File: src/rtl/shift_seq.sv
// shift_seq: serial SRL/SLL/SRA/ROR unit, one bit position per clock, start/busy/done handshake.
module shift_seq #(
    parameter int WIDTH = 32,
    parameter int SAW = 5
) (
    input  logic             clk,
    input  logic             rst,
    input  logic             start,
    input  logic [WIDTH-1:0] a,
    input  logic [SAW-1:0]   shamt,
    input  logic [1:0]       mode,
    output logic             busy,
    output logic             done,
    output logic [WIDTH-1:0] b
);
    typedef enum logic {IDLE, SHIFT} state_t;
    state_t state, state_nx;
    logic [WIDTH-1:0] work, step;
    logic [SAW-1:0] cnt;
    logic [1:0] md;
    always_ff @(posedge clk)
        state <= rst ? IDLE : state_nx;
    always_comb
        state_nx = state == IDLE ? (start ? SHIFT : IDLE) : (cnt == '0 ? IDLE : SHIFT);
    always_comb
        busy = state == SHIFT;
    // every right-shifting mode differs only in the bit entering at the top
    always_comb
        step = md == 2'b01 ? {work[WIDTH-2:0], 1'b0}
             : {md == 2'b00 ? 1'b0 : md == 2'b10 ? work[WIDTH-1] : work[0], work[WIDTH-1:1]};
    always_ff @(posedge clk) begin
        if (rst) begin
            work <= '0;
            cnt  <= '0;
            md   <= '0;
            b    <= '0;
            done <= 1'b0;
        end else begin
            done <= busy && cnt == '0;
            if (!busy && start) begin
                work <= a;
                cnt  <= shamt;
                md   <= mode;
            end else if (busy && cnt != '0) begin
                work <= step;
                cnt  <= cnt - 1'b1;
            end else if (busy) begin
                b <= work;
            end
        end
    end
endmodule

File: config.mk
export PLATFORM = sky130hd
export DESIGN_NAME = shift_seq
export DESIGN_NICKNAME = d
export VERILOG_FILES = /design/src/rtl/shift_seq.sv
export SDC_FILE = /design/constraint.sdc
export NUM_CORES = 1
export LEC_CHECK = 0
export CAP_MARGIN = 5
export CORE_ASPECT_RATIO = 0.75
export CORE_UTILIZATION = 55
export CTS_CLUSTER_DIAMETER = 80
export DETAILED_ROUTE_END_ITERATION = 8
export PLACE_DENSITY = 0.84
export SETUP_SLACK_MARGIN = 0.05
export SKIP_CTS_REPAIR_TIMING = 1
export SYNTH_ARGS = -nofsm -noshare
export SYNTH_HDL_FRONTEND = slang
export SYNTH_SLANG_ARGS = --single-unit
export TNS_END_PERCENT = 100
File: constraint.sdc
create_clock -name clk -period 3.8 [get_ports clk]
set_input_delay 0.38 -clock clk [delete_from_list [all_inputs] [get_ports clk]]
set_output_delay 0.38 -clock clk [all_outputs]
set_load 0.01 [all_outputs]
==> flow_summary.ini <==
[sta]
rsz0062_at_grt = no
tightest_slew_ps = 1200
fin_tns_setup_ps = 0
fin_ws_ps = 1440
finalSetupViolCount = 0
finalCritPeriodShare = 0.620
clock_skew_ps = 9.75
fin_crit_ps = 2360
hold_violations = 0
slew_viol_final = 0
max_slew_margin = 0.200
fmax_mhz = 424

[logic_synthesis]
synthDistinctLibCells = 31
syn_nets = 464
synthArstFlopShare = 0
ys_warn_count = 0
synth_seq_cells = 73
syn_area_sq_um = 3490
syn_avg_cell_area_sq_um = 8.30
ys_seq_area_frac = 0.418
syn-instance-count = 421
synth_edf_count = 0
ys.flop_type = dfxtp_1

[setup_path]
cpLargestDelayFamily = flip-flops
slowest_delay_ps = 930
worstPathArrival_ps = 1980
rrSetupSlack_ps = 1570
timing.setup.critical_path_class = reg2out
path_cells = clkdlybuf4s50_1
crit_path_end_kind = primary output
r2r_start = busy$_SDFF_PP0_
reg2reg_depth = 3
timing.rr.end = b[14]$_SDFFE_PP0P_
required_ps = 3420
cp_slowest_cell = dfxtp_2
start_kind = register
cp.buffers_inverters = 1
cp_max_fo = 51

[layout]
instances_no_fill = 554
final_util = 0.742
antenna_cells = 0
drive_gt1_frac = 0.0588
area_delta_synth_final_pct = 27.0
nets = 515

[floorplan]
initial_core_util = 0.585
die_h_um = 71.0
die_w_um = 94.0
core_sq_um = 5980
ioPinCount = 76
num_rows = 24
die-area_sq_um = 6680

[cts]
cts_made_buffers = 9
htreeDepth = 3
cts-root-buf = clkbuf_8
path_clk_slew_ps = 80
cts_tree = done
clkSinkCount = 73
clock_latency_ps = 350
clk_path_buf_depth = 2

[global_routing]
overflow = 0
grt_use_total = 0.294
grt_pass1_wl_mm = 15.4
grt_max_degree = 52
grt_pass1_vias = 3205
antenna_found_initial = 0

[place]
gp_congestion = 0.771
dp_cells = 539
dpl_worst_slack_ps = 1530
numPortBuffers = 75
dp_hpwl_mm = 5.59

[power]
p_switching_uw = 667
sw_frac_of_total = 0.319
ir_drop_mv = 0.295
internal-power_uw = 1420
comb_power_share = 0.232
p_per_area_nw_per_um2 = 471
leakage_uw = 0.00161
sequentialPowerShare = 0.446
clkPwrFrac = 0.322

[route]
firstDrtPassIters = 5
wl_per_cell_um = 16.8
routed_wl_mm = 9.33
drc = 0
vias_per_cell = 6.22
ant_nets = 0
vias = 3448
drt-initial-drc-count = 305

[worst_hold_path]
holdPathStages = 2
hp-start = b[0]$_SDFFE_PP0P_
hold_path_class = reg2reg
hold-path-endpoint = b[0]$_SDFFE_PP0P_

[flow_run]
drv_cap = 0

[outcome]
status = finished, final reports clean
## placed cells by master (no fill, tap or decap), types with 3 or more instances in the layout
cell type and instances:
clkdlybuf4s50_1 75, dfxtp_1 72, a21oi_1 38, inv_1 36, nand3_1 34, o21ai_0 33
nor2_1 31, and3b_1 31, o32ai_1 31, a211oi_1 30, nand2_1 10, clkbuf_8 10
buf_4 8, nor3_1 4, mux2i_1 3
## worst max path at each step
| stage | slack (ps) | to | cells past startpoint | start |
|---|---|---|---|---|
| 2_1_floorplan | 2160 | work[23]$_SDFFE_PP0P_ | 6 | cnt[0]$_SDFFE_PP0P_ |
| 3_3_place_gp | 1560 | work[18]$_SDFFE_PP0P_ | 6 | rst |
| 3_5_place_dp | 1530 | work[17]$_SDFFE_PP0P_ | 6 | rst |
| 4_1_cts | 1440 | busy | 1 | busy$_SDFF_PP0_ |
| 5_1_grt | 1340 | b[7]$_SDFFE_PP0P_ | 3 | busy$_SDFF_PP0_ |
| 6_report | 1440 | busy | 1 | busy$_SDFF_PP0_ |
## logic make-up after synthesis
logic type | synth area share
buf+inv | 0.0942
compound gates | 0.269
simple gates | 0.206
flops | 0.418
fa+ha+maj | 0.00358
mux | 0.00860
## flip-flops by register name, indices dropped and copies added, names as in the netlist
signal,flops
busy,1
b,32
cnt,5
work,32
md,2
done,1
## layout make-up
cell class / count / area, sq um
Timing Repair Buffer: 83 / 811
Tap cell: 78 / 97.6
Clock buffer: 10 / 138
Multi-Input combinational cell: 269 / 1710
Clock inverter: 5 / 80.1
Sequential cell: 73 / 1460
Fill cell: 455 / 1540
Inverter: 36 / 135
## power by group through the flow
stage	Sequential [uW]	Combinational (uW)	Clock, uW
finish	933	485	672
floorplan	917	345	0
CTS	930	480	682
detailed placement	946	475	0
global placement	942	460	0
global route	945	530	715
## stage by stage
| stage | total power [uW] | hold slack (ps) | area, sq um |
|---|---|---|---|
| final | 2090 | 481 | 4440 |
| after global routing | 2190 | 496 | 4440 |
| after CTS | 2090 | 479 | 4440 |
| after detailed placement | 1420 | 468 | 4220 |
| after global placement | 1400 | 461 | 4220 |
| after floorplan | 1260 | 454 | 3490 |
## metal layers
metal / vias up / share of wire / GRT usage
li1: 1638 / - / -
met1: 1624 / 0.45 / 0.397
met2: 169 / 0.46 / 0.461
met3: 17 / 0.082 / 0.0710
met4: 0 / 0.013 / 0.101
met5: - / 0 / 0
## cell usage after synthesis, types with 3 or more instances
cell type	n	area, sq um
a31oi_1	3	18.8
buf_2	8	40.0
a21oi_1	38	190
nand3_1	34	170
inv_1	36	135
nand2_1	10	37.5
buf_6	3	33.8
o32ai_1	31	272
nor2b_1	3	18.8
mux2i_1	3	30.0
a211oi_1	30	225
nor3_1	4	20.0
o21ai_0	33	165
clkbuf_1	30	113
and3b_1	31	272
nor2_1	31	116
dfxtp_1	73	1460
Power figures use the tool's default switching activity.
